==> config.mk <==
export PLATFORM = sky130hd
export DESIGN_NAME = dcache_assoc
export DESIGN_NICKNAME = d
export VERILOG_FILES = /design/src/rtl/dcache_assoc.sv
export SDC_FILE = /design/constraint.sdc
export NUM_CORES = 1
export LEC_CHECK = 0
export ABC_AREA = 0
export CORE_AREA = 2 2 204 206
export CTS_BUF_LIST = sky130_fd_sc_hd__clkbuf_8
export CTS_CLUSTER_DIAMETER = 80
export DETAILED_ROUTE_END_ITERATION = 10
export DIE_AREA = 0 0 206 208
export GPL_ROUTABILITY_DRIVEN = 0
export PLACE_DENSITY = 0.61
export SYNTH_ARGS = -nofsm -noshare
export SYNTH_HDL_FRONTEND = slang
export SYNTH_SLANG_ARGS = --single-unit
==> constraint.sdc <==
create_clock -name clock -period 5.1 [get_ports clock]
set_clock_uncertainty 0.2 [all_clocks]
set_input_delay 0.51 -clock clock [delete_from_list [all_inputs] [get_ports clock]]
set_output_delay 0.51 -clock clock [all_outputs]
set_load 0.02 [all_outputs]
==> src/rtl/dcache_assoc.sv <==
// 2-way set-associative write-back data cache with LRU replacement and write-allocate.
// Optional hit/miss statistics counters are built when DCACHE_STATS_EN is defined.
module dcache_assoc #(
   parameter int ADDR_W      = 8,
   parameter int SETS        = 4,
   parameter int BLOCK_WORDS = 4,
   localparam int OFF_W      = $clog2(BLOCK_WORDS),
   localparam int IDX_W      = $clog2(SETS),
   localparam int TAG_W      = ADDR_W - IDX_W - OFF_W,
   localparam int BLK_W      = 8 * BLOCK_WORDS
) (
   input  logic                    clock,
   input  logic                    reset,
   input  logic                    read,
   input  logic                    write,
   input  logic [ADDR_W-1:0]       address,
   input  logic [7:0]              writedata,
   output logic [7:0]              readdata,
   output logic                    busywait,
   output logic                    mem_read,
   output logic                    mem_write,
   output logic [ADDR_W-OFF_W-1:0] mem_address,
   output logic [BLK_W-1:0]        mem_writedata,
   input  logic [BLK_W-1:0]        mem_readdata,
   input  logic                    mem_busywait
`ifdef DCACHE_STATS_EN
   ,
   output logic [15:0]             hit_count,
   output logic [15:0]             miss_count
`endif
);

   // state      | meaning
   // S_IDLE     | serve hits; detect misses and pick a victim way
   // S_WRITEBACK| write dirty victim block to memory
   // S_FETCH    | read requested block from memory into the victim way
   // S_FILL     | one quiet cycle before the retried access hits
   typedef enum logic [1:0] {S_IDLE, S_WRITEBACK, S_FETCH, S_FILL} state_t;

   state_t state, state_nx;

   logic [TAG_W-1:0] tag_in;
   logic [IDX_W-1:0] idx;
   logic [OFF_W-1:0] off;

   logic [1:0]       valid  [SETS];
   logic [1:0]       dirty  [SETS];
   logic             lru    [SETS];
   logic [TAG_W-1:0] tags   [SETS][2];
   logic [BLK_W-1:0] blocks [SETS][2];

   logic req, hit0, hit1, hit, hit_way;
   logic victim_c, victim_q, fill_done, fill_q, busy;

   assign tag_in = address[ADDR_W-1 -: TAG_W];
   assign idx    = address[OFF_W +: IDX_W];
   assign off    = address[OFF_W-1:0];
   assign req    = read | write;

   always_comb begin
      hit0     = valid[idx][0] && (tags[idx][0] == tag_in);
      hit1     = valid[idx][1] && (tags[idx][1] == tag_in);
      hit      = req && (state == S_IDLE) && (hit0 || hit1);
      hit_way  = ~hit0;
      victim_c = !valid[idx][0] ? 1'b0 : (!valid[idx][1] ? 1'b1 : lru[idx]);
   end

   assign fill_done     = (state == S_FETCH) && !mem_busywait;
   assign readdata      = reset ? blocks[idx][hit_way][{off, 3'b000} +: 8] : 8'h00;
   assign busywait      = reset & busy;
   assign mem_writedata = blocks[idx][victim_q];

   always_comb begin
      state_nx    = state;
      busy        = 1'b0;
      mem_read    = 1'b0;
      mem_write   = 1'b0;
      mem_address = '0;
      case (state)
         S_IDLE: begin
            if (req && !hit) begin
               busy = 1'b1;
               if (valid[idx][victim_c] && dirty[idx][victim_c]) state_nx = S_WRITEBACK;
               else                                              state_nx = S_FETCH;
            end
         end
         S_WRITEBACK: begin
            busy        = 1'b1;
            mem_write   = 1'b1;
            mem_address = {tags[idx][victim_q], idx};
            if (!mem_busywait) state_nx = S_FETCH;
         end
         S_FETCH: begin
            busy        = 1'b1;
            mem_read    = 1'b1;
            mem_address = {tag_in, idx};
            if (!mem_busywait) state_nx = S_FILL;
         end
         S_FILL: begin
            busy     = 1'b1;
            state_nx = S_IDLE;
         end
         default: state_nx = S_IDLE;
      endcase
   end

   always_ff @(posedge clock or negedge reset) begin
      if (!reset) begin
         state    <= S_IDLE;
         victim_q <= 1'b0;
         fill_q   <= 1'b0;
         for (int s = 0; s < SETS; s++) begin
            valid[s] <= 2'b00;
            dirty[s] <= 2'b00;
            lru[s]   <= 1'b0;
         end
      end else begin
         state  <= state_nx;
         fill_q <= (state == S_FILL);
         // Victim is frozen for the whole miss so WRITEBACK and FETCH agree.
         if (state == S_IDLE) victim_q <= victim_c;
         if (hit) begin
            lru[idx] <= ~hit_way;
            if (write) dirty[idx][hit_way] <= 1'b1;
         end
         if (fill_done) begin
            valid[idx][victim_q] <= 1'b1;
            dirty[idx][victim_q] <= 1'b0;
            lru[idx]             <= ~victim_q;
         end
      end
   end

   // Tags and data are left uninitialised by reset; valid bits gate their use.
   always_ff @(posedge clock) begin
      if (hit && write) blocks[idx][hit_way][{off, 3'b000} +: 8] <= writedata;
      if (fill_done) begin
         blocks[idx][victim_q] <= mem_readdata;
         tags[idx][victim_q]   <= tag_in;
      end
   end

`ifdef DCACHE_STATS_EN
   // A hit in the cycle right after FILL is the retry of a counted miss.
   always_ff @(posedge clock or negedge reset) begin
      if (!reset) begin
         hit_count  <= 16'h0000;
         miss_count <= 16'h0000;
      end else begin
         if (hit && !fill_q && hit_count != 16'hFFFF) hit_count <= hit_count + 16'h0001;
         if ((state == S_IDLE) && req && !hit && miss_count != 16'hFFFF)
            miss_count <= miss_count + 16'h0001;
      end
   end
`endif

endmodule

==> impl_metrics.tcl <==
set metrics [dict create \
    grt_pass1_vias 8889 \
    r2r_start "tags[3][4]$_DFFE_PP_" \
    critPathLaunchType "flop" \
    num_antenna_cells 0 \
    ios 102 \
    synth_top_area_share_pct 61.31 \
    power.density_nw_per_um2 410.0 \
    track_usage_pct 18.22 \
    synth_flop_cell "edfxtp_1" \
    ir_drop_mv 0.1930 \
    cts-root-buf "clkbuf_8" \
    syn2layout_area_growth_pct 17.76 \
    cts_buffers 50 \
    synth_area_sq_um 14100 \
    h-tree-depth 2 \
    die_w_um 206 \
    avgSynthCellArea_sq_um 14.54 \
    ys_seq_elements 311 \
    crit_arrival_ns 3.87 \
    portBuffers 101 \
    yosysTopAreaCell "edfxtp_1" \
    drt_wl_total_mm 39.10 \
    rsz0062_at_grt "false" \
    synth-edff-count 288 \
    core_area_sq_um 40550 \
    worstMarginPinSlew_ns 1.136 \
    synth_fp_nets 1031 \
    die-area_sq_um 42850 \
    dpl.hpwl_mm 27.48 \
    wl_met2_mm 17.94 \
    fillers 3769 \
    hold_violations 0 \
    die_h_um 208 \
    setup_slack_ns 0.5247 \
    layout-drive-gt1-share_pct 18.85 \
    clk_latency_ns 0.57 \
    syn_inst 970 \
    synthTopCellsByArea "edfxtp_1, mux4_2, nand2_1, dfrtp_1, o21ai_0" \
    yosysSeqAreaShare_pct 65.40 \
    maxSlewHeadroom_pct 24.20 \
    grt_pass1_wl_mm 57.16 \
    layout.nets 1156 \
    leakage_nw 5.743 \
    met3_length_mm 3.550 \
    post-route-util_pct 40.96 \
    post-route-drc-count 0 \
    clock_path_buffers 3 \
    cts_tree "built" \
    dr.max_layer_used "met4" \
    stdcell_count 1662 \
    cts_sinks 311 \
    drtIter0Drc 1057 \
    synth_cell_types 48 \
    setup_viol 0 \
    post-cts-setup-buffers 0 \
    grt_overflow 0 \
    worstSetupStartpoint "tags[3][6]$_DFFE_PP_" \
    clk_pin_slew_worst_paths_ns 0.06 \
    async_flop_share_pct 7.395 \
    wire_per_inst_um 23.52 \
    reg2reg_depth 6 \
    first_pass_iters 5 \
    slew_viol_final 0 \
    grt_start_max_net_pins 45 \
    drt-met1-wl_mm 16.49 \
    finalCriticalPeriod_ns 4.575 \
    drv_cap 0 \
    endpoint_kind "primary output" \
    cts-resized-gates 0 \
    vias 9030 \
    rows 74 \
    antenna_found_initial 0 \
    fmax_ghz 0.2186 \
    critical_path_class "reg -> out" \
    fin_crit_sh_pct 89.71 \
    hp-class "in -> async" \
    ant_nets 0 \
    vias_per_cell 5.433 \
    crit_required_ns 4.39 \
    place_worst_setup_slack_ns 0.7989 \
    hold_buffers 0 \
    fin_setup_tns_ns 0 \
    start_util_pct 34.78 \
    dpl.cell_count 1575 \
    crit_fanout 16 \
    outcome "completed" \
    yosys_warnings 0 \
]
-- worst max-delay path, cell delays in order, from the launching register on --
cell	delay (ns)
edfxtp_1	0.35
mux4_2	0.50
xnor2_1	0.21
and3_1	0.41
buf_4	0.27
nor3_1	0.07
nor3_1	0.30
nor4b_2	0.47
clkdlybuf4s50_1	0.70
-- final cells by class --
| class | instances | area (sq um) | area share [%] |
|---|---|---|---|
| Inverter | 7 | 26.28 | 0.1582 |
| Clock inverter | 35 | 143.9 | 0.8663 |
| Sequential cell | 311 | 9224 | 55.53 |
| Clock buffer | 52 | 715.7 | 4.309 |
| Multi-Input combinational cell | 593 | 4596 | 27.67 |
| Timing Repair Buffer | 132 | 1239 | 7.458 |
| Tap cell | 532 | 665.6 | 4.008 |
-- path summary, 6_finish.rpt --
kind | end | slack [ns]
worst max-delay path | readdata[3] | 0.52
min in group clock | valid[6]$_DFFE_PN0P_ | 0.27
max in group asynchronous | dirty[2]$_DFF_PN0_ | 3.79
worst max register to register | blocks[0][32]$_DFFE_PP_ | 1.48
worst min-delay path | valid[6]$_DFFE_PN0P_ | 0.15
worst min register to register | valid[6]$_DFFE_PN0P_ | 0.27
-- synthesized netlist by cell type, drive strengths merged (9+ instances only) --
| library cell | n |
|---|---|
| a21boi | 9 |
| a21oi | 26 |
| dfrtp | 23 |
| mux4 | 77 |
| buf | 30 |
| clkbuf | 29 |
| a21o | 16 |
| nand2 | 216 |
| nor3 | 23 |
| nor2 | 35 |
| a31o | 16 |
| edfxtp | 288 |
| o21ai | 68 |
| or2 | 10 |
-- cells by family after synthesis --
| family | Yosys count | synth area share [%] |
|---|---|---|
| AOI/OAI and AO/OA | 175 | 8.170 |
| adders and majority gates | 8 | 0.7097 |
| xor gates and xnor gates | 8 | 0.4968 |
| muxes | 78 | 12.37 |
| DFF | 311 | 65.40 |
| and+or+nand+nor | 324 | 10.72 |
| buffers and inverters | 66 | 2.129 |
-- sequential cells by signal, indices dropped and copies added, names as in the netlist, named ones only --
name      flops
victim_q      1
blocks      256
dirty         8
state         2
valid         8
tags         32
-- per-stage QoR --
stage,total power (W),hold WS [ns],cell area [sq um]
after floorplan,0.004197,0.01441,14100
after global placement,0.004956,0.2508,15750
after detailed placement,0.004980,0.2534,15750
after CTS,0.006844,0.1214,16610
after global routing,0.007112,0.1681,16610
final,0.006810,0.1504,16610
-- power breakdown --
part	leakage (nW)	internal (W)	total, W	switching (W)
Clock	0.507	0.000938	0.00188	0.000939
Sequential	2.93	0.00303	0.00309	0.0000549
Combinational	2.30	0.000669	0.00184	0.00117
Total	5.74	0.00464	0.00681	0.00217
-- routing by layer --
metal  track usage [%]  up-vias
li1                  -     3979
met1             25.66     4554
met2             27.79      430
met3             4.511       67
met4             5.640        0
met5                 0        -
-- placed cells by master, fill, tap and decap left out, types with 4 or more instances in the layout --
cell type,n
edfxtp_1,288
nand2_1,216
clkdlybuf4s50_1,99
mux4_2,77
o21ai_0,67
clkbuf_8,52
buf_4,33
nor2_1,32
inv_1,25
dfrtp_1,23
a21oi_1,22
nor3_1,17
a21o_1,16
clkinv_1,13
a31o_2,11
or2_2,10
a21boi_0,9
a211oi_1,8
nor4_1,8
o31ai_1,8
nor4b_2,8
ha_1,8
nor2b_1,6
nor3_4,6
a31oi_1,6
xnor2_1,5
nand3_1,5
a31o_1,5
a22oi_1,4
nand2b_1,4
a21oi_2,4
o31a_1,4
Power figures use the tool's default switching activity.
